### src/rtl/mio_access_ctrl_if.sv
// rtl/mio_access_ctrl_if.sv - control-FSM request side and MIO bus side of the access sequencer
interface mio_access_ctrl_if #(
  parameter int ADDR_W = 32,
  parameter int DATA_W = 32
);
  logic              MemRead;
  logic              MemWrite;
  logic [ADDR_W-1:0] addr;
  logic [DATA_W-1:0] wdata;
  logic [DATA_W-1:0] rdata;
  logic              MIO_ready;
  logic              mem_err;
  logic              busy;
  logic              bus_req;
  logic              bus_we;
  logic [ADDR_W-1:0] bus_addr;
  logic [DATA_W-1:0] bus_wdata;
  logic [DATA_W-1:0] bus_rdata;
  logic              bus_ack;

  // slave: the sequencer's view; master: CPU control FSM plus bus slave
  modport slave (
    input  MemRead, MemWrite, addr, wdata, bus_rdata, bus_ack,
    output rdata, MIO_ready, mem_err, busy, bus_req, bus_we, bus_addr, bus_wdata
  );

  modport master (
    output MemRead, MemWrite, addr, wdata, bus_rdata, bus_ack,
    input  rdata, MIO_ready, mem_err, busy, bus_req, bus_we, bus_addr, bus_wdata
  );
endinterface

### src/rtl/mio_access_ctrl.sv
// rtl/mio_access_ctrl.sv - MIO bus access sequencer with req/ack handshake, timeout and MDR capture
module mio_access_ctrl #(
  parameter int ADDR_W  = 32,
  parameter int DATA_W  = 32,
  parameter int TIMEOUT = 16
) (
  input  logic          clk,
  input  logic          reset_n,
  mio_access_ctrl_if.slave mio
);
  localparam int CNT_W = (TIMEOUT > 2) ? $clog2(TIMEOUT) : 1;
  localparam logic [CNT_W-1:0] CNT_LAST = CNT_W'(TIMEOUT - 1);

  typedef enum logic [1:0] {ST_IDLE, ST_REQ, ST_DONE} state_t;

  state_t            r_state;
  logic [CNT_W-1:0]  r_cnt;
  logic              r_busy;
  logic              r_bus_req;
  logic              r_mio_ready;
  logic              r_mem_err;
  logic              r_bus_we;
  logic [ADDR_W-1:0] r_bus_addr;
  logic [DATA_W-1:0] r_bus_wdata;
  logic [DATA_W-1:0] r_rdata;

  state_t            w_state_next;
  logic [CNT_W-1:0]  w_cnt_next;
  logic [CNT_W-1:0]  w_cnt_inc;
  logic              w_err_next;
  logic              w_latch;
  logic              w_capture;
  logic              w_one_req;
  logic              w_both_req;
  logic              w_aligned;

  assign w_one_req  = mio.MemRead ^ mio.MemWrite;
  assign w_both_req = mio.MemRead & mio.MemWrite;
  assign w_aligned  = (mio.addr[1:0] == 2'b00);
  assign w_cnt_inc  = (r_cnt == CNT_LAST) ? r_cnt : r_cnt + 1'b1;

  always_comb begin
    w_state_next = r_state;
    w_cnt_next   = r_cnt;
    w_err_next   = 1'b0;
    w_latch      = 1'b0;
    w_capture    = 1'b0;
    case (r_state)
      ST_IDLE: begin
        w_cnt_next = '0;
        if (w_one_req && w_aligned) begin
          w_latch      = 1'b1;
          w_state_next = ST_REQ;
        end else if (w_one_req || w_both_req) begin
          // misaligned or conflicting request: answer with an error, never touch the bus
          w_err_next   = 1'b1;
          w_state_next = ST_DONE;
        end
      end
      ST_REQ: begin
        if (mio.bus_ack) begin
          w_capture    = ~r_bus_we;
          w_state_next = ST_DONE;
        end else begin
          w_cnt_next = w_cnt_inc;
          if (w_cnt_inc == CNT_LAST) begin
            w_err_next   = 1'b1;
            w_state_next = ST_DONE;
          end
        end
      end
      ST_DONE: begin
        w_state_next = ST_IDLE;
      end
      default: begin
        w_state_next = ST_IDLE;
      end
    endcase
  end

  // outputs are registered from the next state so they line up with r_state
  always_ff @(posedge clk or negedge reset_n) begin
    if (!reset_n) begin
      r_state     <= ST_IDLE;
      r_cnt       <= '0;
      r_busy      <= 1'b0;
      r_bus_req   <= 1'b0;
      r_mio_ready <= 1'b0;
      r_mem_err   <= 1'b0;
      r_bus_we    <= 1'b0;
      r_bus_addr  <= '0;
      r_bus_wdata <= '0;
      r_rdata     <= '0;
    end else begin
      r_state     <= w_state_next;
      r_cnt       <= w_cnt_next;
      r_busy      <= (w_state_next != ST_IDLE);
      r_bus_req   <= (w_state_next == ST_REQ);
      r_mio_ready <= (w_state_next == ST_DONE);
      r_mem_err   <= (w_state_next == ST_DONE) & w_err_next;
      if (w_latch) begin
        r_bus_we    <= mio.MemWrite;
        r_bus_addr  <= mio.addr;
        r_bus_wdata <= mio.wdata;
      end
      if (w_capture) begin
        r_rdata <= mio.bus_rdata;
      end
    end
  end

  assign mio.rdata     = r_rdata;
  assign mio.MIO_ready = r_mio_ready;
  assign mio.mem_err   = r_mem_err;
  assign mio.busy      = r_busy;
  assign mio.bus_req   = r_bus_req;
  assign mio.bus_we    = r_bus_we;
  assign mio.bus_addr  = r_bus_addr;
  assign mio.bus_wdata = r_bus_wdata;
endmodule

### src/flat_wrapper.sv
// flat-port wrapper written by rule: the top's interface ports become plain ports
module mio_access_ctrl_flat 
#(
  parameter int ADDR_W  = 32,
  parameter int DATA_W  = 32,
  parameter int TIMEOUT = 16
)
  (clk, reset_n, mio_MemRead, mio_MemWrite, mio_addr, mio_wdata, mio_bus_rdata, mio_bus_ack, mio_rdata, mio_MIO_ready, mio_mem_err, mio_busy, mio_bus_req, mio_bus_we, mio_bus_addr, mio_bus_wdata);
  mio_access_ctrl_if #(.ADDR_W(ADDR_W), .DATA_W(DATA_W)) mio_i ();
  input  logic clk;
  input  logic reset_n;
  input wire logic [$bits(mio_i.MemRead)-1:0] mio_MemRead;
  input wire logic [$bits(mio_i.MemWrite)-1:0] mio_MemWrite;
  input wire logic [$bits(mio_i.addr)-1:0] mio_addr;
  input wire logic [$bits(mio_i.wdata)-1:0] mio_wdata;
  input wire logic [$bits(mio_i.bus_rdata)-1:0] mio_bus_rdata;
  input wire logic [$bits(mio_i.bus_ack)-1:0] mio_bus_ack;
  output wire logic [$bits(mio_i.rdata)-1:0] mio_rdata;
  output wire logic [$bits(mio_i.MIO_ready)-1:0] mio_MIO_ready;
  output wire logic [$bits(mio_i.mem_err)-1:0] mio_mem_err;
  output wire logic [$bits(mio_i.busy)-1:0] mio_busy;
  output wire logic [$bits(mio_i.bus_req)-1:0] mio_bus_req;
  output wire logic [$bits(mio_i.bus_we)-1:0] mio_bus_we;
  output wire logic [$bits(mio_i.bus_addr)-1:0] mio_bus_addr;
  output wire logic [$bits(mio_i.bus_wdata)-1:0] mio_bus_wdata;
  assign mio_i.MemRead = mio_MemRead;
  assign mio_i.MemWrite = mio_MemWrite;
  assign mio_i.addr = mio_addr;
  assign mio_i.wdata = mio_wdata;
  assign mio_i.bus_rdata = mio_bus_rdata;
  assign mio_i.bus_ack = mio_bus_ack;
  assign mio_rdata = mio_i.rdata;
  assign mio_MIO_ready = mio_i.MIO_ready;
  assign mio_mem_err = mio_i.mem_err;
  assign mio_busy = mio_i.busy;
  assign mio_bus_req = mio_i.bus_req;
  assign mio_bus_we = mio_i.bus_we;
  assign mio_bus_addr = mio_i.bus_addr;
  assign mio_bus_wdata = mio_i.bus_wdata;
  mio_access_ctrl #(.ADDR_W(ADDR_W), .DATA_W(DATA_W), .TIMEOUT(TIMEOUT)) u_core (.clk(clk), .reset_n(reset_n), .mio(mio_i));
endmodule
### config.mk
export PLATFORM = sky130hd
export DESIGN_NAME = mio_access_ctrl_flat
export DESIGN_NICKNAME = d
export VERILOG_FILES = /design/src/rtl/mio_access_ctrl_if.sv /design/src/rtl/mio_access_ctrl.sv /design/src/flat_wrapper.sv
export SDC_FILE = /design/constraint.sdc
export NUM_CORES = 1
export LEC_CHECK = 0
export ABC_AREA = 0
export BUFFER_PORTS_ARGS = -buffer_cell sky130_fd_sc_hd__buf_2
export CORE_UTILIZATION = 41
export CTS_CLUSTER_DIAMETER = 120
export DETAILED_ROUTE_END_ITERATION = 16
export PLACE_DENSITY_LB_ADDON = 0.3
export SETUP_SLACK_MARGIN = 0.05
export SKIP_LAST_GASP = 1
export SLEW_MARGIN = 20
export SYNTH_ARGS = -nofsm -noshare
export SYNTH_HDL_FRONTEND = slang
export SYNTH_SLANG_ARGS = --single-unit
export TNS_END_PERCENT = 50
### constraint.sdc
create_clock -name clk -period 1.7 [get_ports clk]
set_clock_uncertainty 0.1 [all_clocks]
set_input_delay 0.085 -clock clk [delete_from_list [all_inputs] [get_ports clk]]
set_output_delay 0.085 -clock clk [all_outputs]
set_load 0.03 [all_outputs]
==> flow_results.org <==
** Clock network
- TritonCTS clock tree :: built
- Maximum level of the CTS H-tree :: 3
- Root Buffer Master :: sky130_fd_sc_hd__clkbuf_8
- Maximum number of buffers from clock root to sink :: 2
- The later pin in the worst-skew pair is clocked with a latency of between 0.3 and 0.4 ns.
- Inserted Clock Buffers :: 9
- Clock-pin slew on the worst setup and hold paths :: ~0.09 ns
- For this design, the sink count on the clock tree is 107.

** Worst setup path
- Among cell families on the critical path, the largest total delay comes from flip-flops.
- The critical path runs through a total of 4 cells.
- In this design, the stage delay of the slowest critical-path cell is about 0.40 ns.
- Data on the critical path is required at its endpoint by 1.85 ns.
- Setup slack on the worst reg-to-reg path comes out at between 0.09 and 0.1 ns.
- The critical path is of the flop to flop type.
- Of all nets on the critical path, the largest fanout is 32.
- Critical Path, Cell by Cell :: nand2b_4 > nor3b_4 > buf_12 > mux2_2
- Bufs and invs on worst path :: 1
- Crit path capture type :: flop
- Worst Setup Start Kind :: flop
- Worst reg-to-reg path cell count :: 4
- Data arrives at the worst endpoint at approximately 1.8 ns.
- Worst-path cell with the longest stage delay :: sky130_fd_sc_hd__dfrtp_1

** Timing
- Total Negative Setup Slacks :: 0 ns
- Maximum operating frequency :: slightly above 600 MHz
- Minimum period implied by the final worst setup slack :: 1.605 ns
- The worst path uses 94.43% of the clock period.
- Tightest hold margin :: 0.1358 ns
- Actual transition at the worst max-transition pin :: about 0.57 ns
- Slew HR :: about three fifths
- Number of endpoints failing setup at the final stage :: 0
- Setup repair after global routing missed its margin :: yes
- The final number of max-transition violations is 0.
- Endpoints failing hold :: 0

** Place
- Port buffering added around 200 buffers.
- Including well taps, the total number of placed cells is 586.
- Final GP Congestion :: about 0.72
- After legalization and detailed placement, the total HPWL measured 6.423 mm.

** Yosys
- FF+latch count, synth :: 107
- Gate count of the mapped netlist :: 258
- Most common cell in the netlist :: sky130_fd_sc_hd__dfrtp_1
- The synthesized design devotes to its leading area cell type 64.79% of total area.
- Yosys attributes the largest share of cell area to sky130_fd_sc_hd__dfrtp_1 (65%), sky130_fd_sc_hd__mux2_2 (25%), sky130_fd_sc_hd__buf_6 (1.1%), sky130_fd_sc_hd__buf_2 (0.97%), sky130_fd_sc_hd__ha_1 (0.61%).
- Share of synthesized registers carrying an async set or reset :: 100.0%
- Sequential element share of the synthesized area :: between 60 and 70%
- Post-Synthesis Mean Instance Area :: roughly 16 um^2
- Number of warning messages in the yosys log :: 0
- Unique cell type count in the Yosys netlist :: 31
- Cell accounting for the most synthesized area :: sky130_fd_sc_hd__dfrtp_1
- The cell area that synthesis handed to floorplanning was 4133 um^2.
- Number of synthesized flops with an enable pin :: 0
- Sorting the synthesized cells by how often they occur yields sky130_fd_sc_hd__dfrtp_1 (107), sky130_fd_sc_hd__mux2_2 (93), sky130_fd_sc_hd__buf_2 (8), sky130_fd_sc_hd__nor2_1 (5).
- The number of nets in the synthesized netlist is ~360.
- For this run, the leading register cell type out of synthesis is sky130_fd_sc_hd__dfrtp_1.

** Final layout
- Once layout is complete, the utilization of the core stands at 66.30%.
- The finished layout holds 698 standard cells, fillers aside.
- Area growth, synth to finish :: 56.80%
- Net count reported at finish :: 664
- After filler insertion, the fill cell instance count of the layout stands at between 600 and 700.
- The number of antenna diodes in the final layout is 0.
- Cells with a size suffix above 1 make up ~57% of the layout.

** Job
- Across the run, the number of max-cap violations was 0.

** Power and ir drop
- Worst vdd rail ir drop :: ~1000 uV
- Sw power :: 0.004679 W
- Sequential cells account for 39.2% of the total power.
- Power density over the cells :: 1658 nW/um^2
- Per report_power, the combinational group accounts for a little under half of the total.
- Total internal power :: 0.006064 W
- For this design the static power due to leakage is 3.179 nW.
- In this run, the clock network consumes about an eighth of the power.
- Switching Share :: between 40% and 50%

** Die
- Once the floorplan was initialized, standard cells occupied 42.28% of the core.
- In this run the core area contains 36 standard-cell rows.
- Measured along the y axis, the die boundary spans 102.4 um.
- Die footprint :: 10,490 um^2
- 202 I/O pins were placed.
- In this run the standard cell core region covers 9774 um^2.
- The die is 102.4 um wide.

** Min path
- Worst min-delay path category :: primary input to flop
- Counting instances, the worst hold path has a depth of 5.

** Drt
- The count of nets left with antenna violations once routing finished came out at 0.
- Initial detailed-routing violation count :: between 50 and 60
- For this run, design rule violations remaining after detail routing come to 0.
- Count of TritonRoute iterations in the first routing pass :: 4
- The routed design has 10.68 mm of wire.
- Vias per Instance :: 4.688
- Via count :: 3,272
- Dividing the detail-routed wire length by the instance count gives 15.30 um.

** Global route
- The number of antenna violations at the first check in global routing was 0.
- Grt ovf :: 0
- Entering global routing, the biggest net connects 108 pins.
- Number of global-route vias before repair :: 3,330
- Global routing consumed, over all layers together, roughly a fifth of the routing resources.
- The first global-routing pass estimated approximately 16 mm of wire.

** Outcome
- The flow ran to the end, and the final reports show no timing, DRC or antenna violations.
==> tightest hold or removal path: cells and delay by family <==
family | cells | cell delay (ns)
simple gates | 1 | 0.08
fa+ha+maj | 1 | 0.13
buf+inv | 2 | 0.13
compound gates | 1 | 0.13
==> worst paths after layout <==
kind | start | end
worst max register to register | u_core.r_state[1]$_DFF_PN0_ | u_core.mio.rdata[8]$_DFFE_PN0P_
worst max-delay path | u_core.r_state[1]$_DFF_PN0_ | u_core.mio.rdata[8]$_DFFE_PN0P_
worst min register to register | u_core.mio.rdata[7]$_DFFE_PN0P_ | u_core.mio.rdata[7]$_DFFE_PN0P_
min in group asynchronous | reset_n | u_core.mio.bus_wdata[20]$_DFFE_PN0P_
max in group asynchronous | reset_n | u_core.mio.bus_addr[24]$_DFFE_PN0P_
worst min-delay path | mio_MemRead | u_core.mio.busy$_DFF_PN0_
==> cells by family (layout without fill, tap and decap cells) <==
| group | after synthesis | in the layout | synth area share (%) |
|---|---|---|---|
| DFF | 107 | 107 | 64.79 |
| and+or+nand+nor | 20 | 20 | 3.028 |
| AOI/OAI and AO/OA | 16 | 16 | 2.937 |
| adders and majority gates | 2 | 2 | 0.6054 |
| xor gates and xnor gates | 1 | 1 | 0.2120 |
| buffers and inverters | 17 | 324 | 2.543 |
| muxes | 95 | 95 | 25.89 |
==> stage by stage <==
step | worst slack (ns) | total power (W) | instance area [um^2]
floorplan | -0.06135 | 0.007563 | 4146
global placement | 0.1448 | 0.009031 | 5331
detailed placement | 0.1173 | 0.009175 | 5331
CTS | 0.09633 | 0.01073 | 6471
global route | 0.02573 | 0.01129 | 6480
finish | 0.09467 | 0.01074 | 6480
==> cells in the final DEF (no fill, tap or decap), types with 2 or more instances in the layout <==
| master | netlist | layout |
|---|---|---|
| sky130_fd_sc_hd__and2_1 | 2 | 2 |
| sky130_fd_sc_hd__inv_1 | 3 | 3 |
| sky130_fd_sc_hd__dfrtp_1 | 107 | 107 |
| sky130_fd_sc_hd__mux2_1 | 2 | 2 |
| sky130_fd_sc_hd__o31ai_1 | 2 | 2 |
| sky130_fd_sc_hd__nand3_1 | 4 | 3 |
| sky130_fd_sc_hd__dlygate4sd3_1 | 0 | 97 |
| sky130_fd_sc_hd__clkbuf_8 | 0 | 10 |
| sky130_fd_sc_hd__o311ai_0 | 2 | 2 |
| sky130_fd_sc_hd__nand2_1 | 3 | 3 |
| sky130_fd_sc_hd__buf_4 | 0 | 6 |
| sky130_fd_sc_hd__clkinvlp_4 | 0 | 3 |
| sky130_fd_sc_hd__nor2_1 | 5 | 5 |
| sky130_fd_sc_hd__mux2_2 | 93 | 93 |
| sky130_fd_sc_hd__a21oi_1 | 2 | 2 |
| sky130_fd_sc_hd__buf_2 | 8 | 200 |
| sky130_fd_sc_hd__o21ai_0 | 3 | 3 |
| sky130_fd_sc_hd__buf_12 | 0 | 3 |
==> power by group through the flow <==
stage | logic (W) | registers, W | clock network (W)
finish | 0.00514 | 0.00421 | 0.00140
global route | 0.00541 | 0.00434 | 0.00154
CTS | 0.00513 | 0.00417 | 0.00143
detailed placement | 0.00495 | 0.00422 | 0
global placement | 0.00487 | 0.00416 | 0
floorplan | 0.00110 | 0.00646 | 0
==> final cells by class <==
class / count / area (um^2) / share of cell area (%)
Clock buffer: 11 / 141.4 / 2.182
Inverter: 3 / 11.26 / 0.1738
Sequential cell: 107 / 2678 / 41.32
Tap cell: 133 / 166.4 / 2.568
Timing Repair Buffer: 306 / 2077 / 32.05
Multi-Input combinational cell: 134 / 1379 / 21.28
Clock inverter: 4 / 27.53 / 0.4248
==> registers in the layout, indices dropped and copies added, names as in the netlist <==
register,cells
u_core.mio.mem_err,1
u_core.mio.bus_req,1
u_core.mio.bus_wdata,32
u_core.mio.busy,1
u_core.r_cnt,4
u_core.mio.MIO_ready,1
u_core.mio.bus_addr,32
u_core.mio.bus_we,1
u_core.mio.rdata,32
u_core.r_state,2
==> per-layer routing <==
metal	GRT usage (%)	wire length, um
met4	9.011	229
met1	21.69	4180
met2	35.36	5439
met3	6.430	826
met5	0	0
==> timing repair <==
item	4_1_cts	5_1_grt
endpoints found under the setup margin	0	18
hold endpoints to repair	204	0
setup buffers	0	0
resized for setup	0	2
hold buffers	97	0
Note: power is estimated with default switching activity, not from simulation.
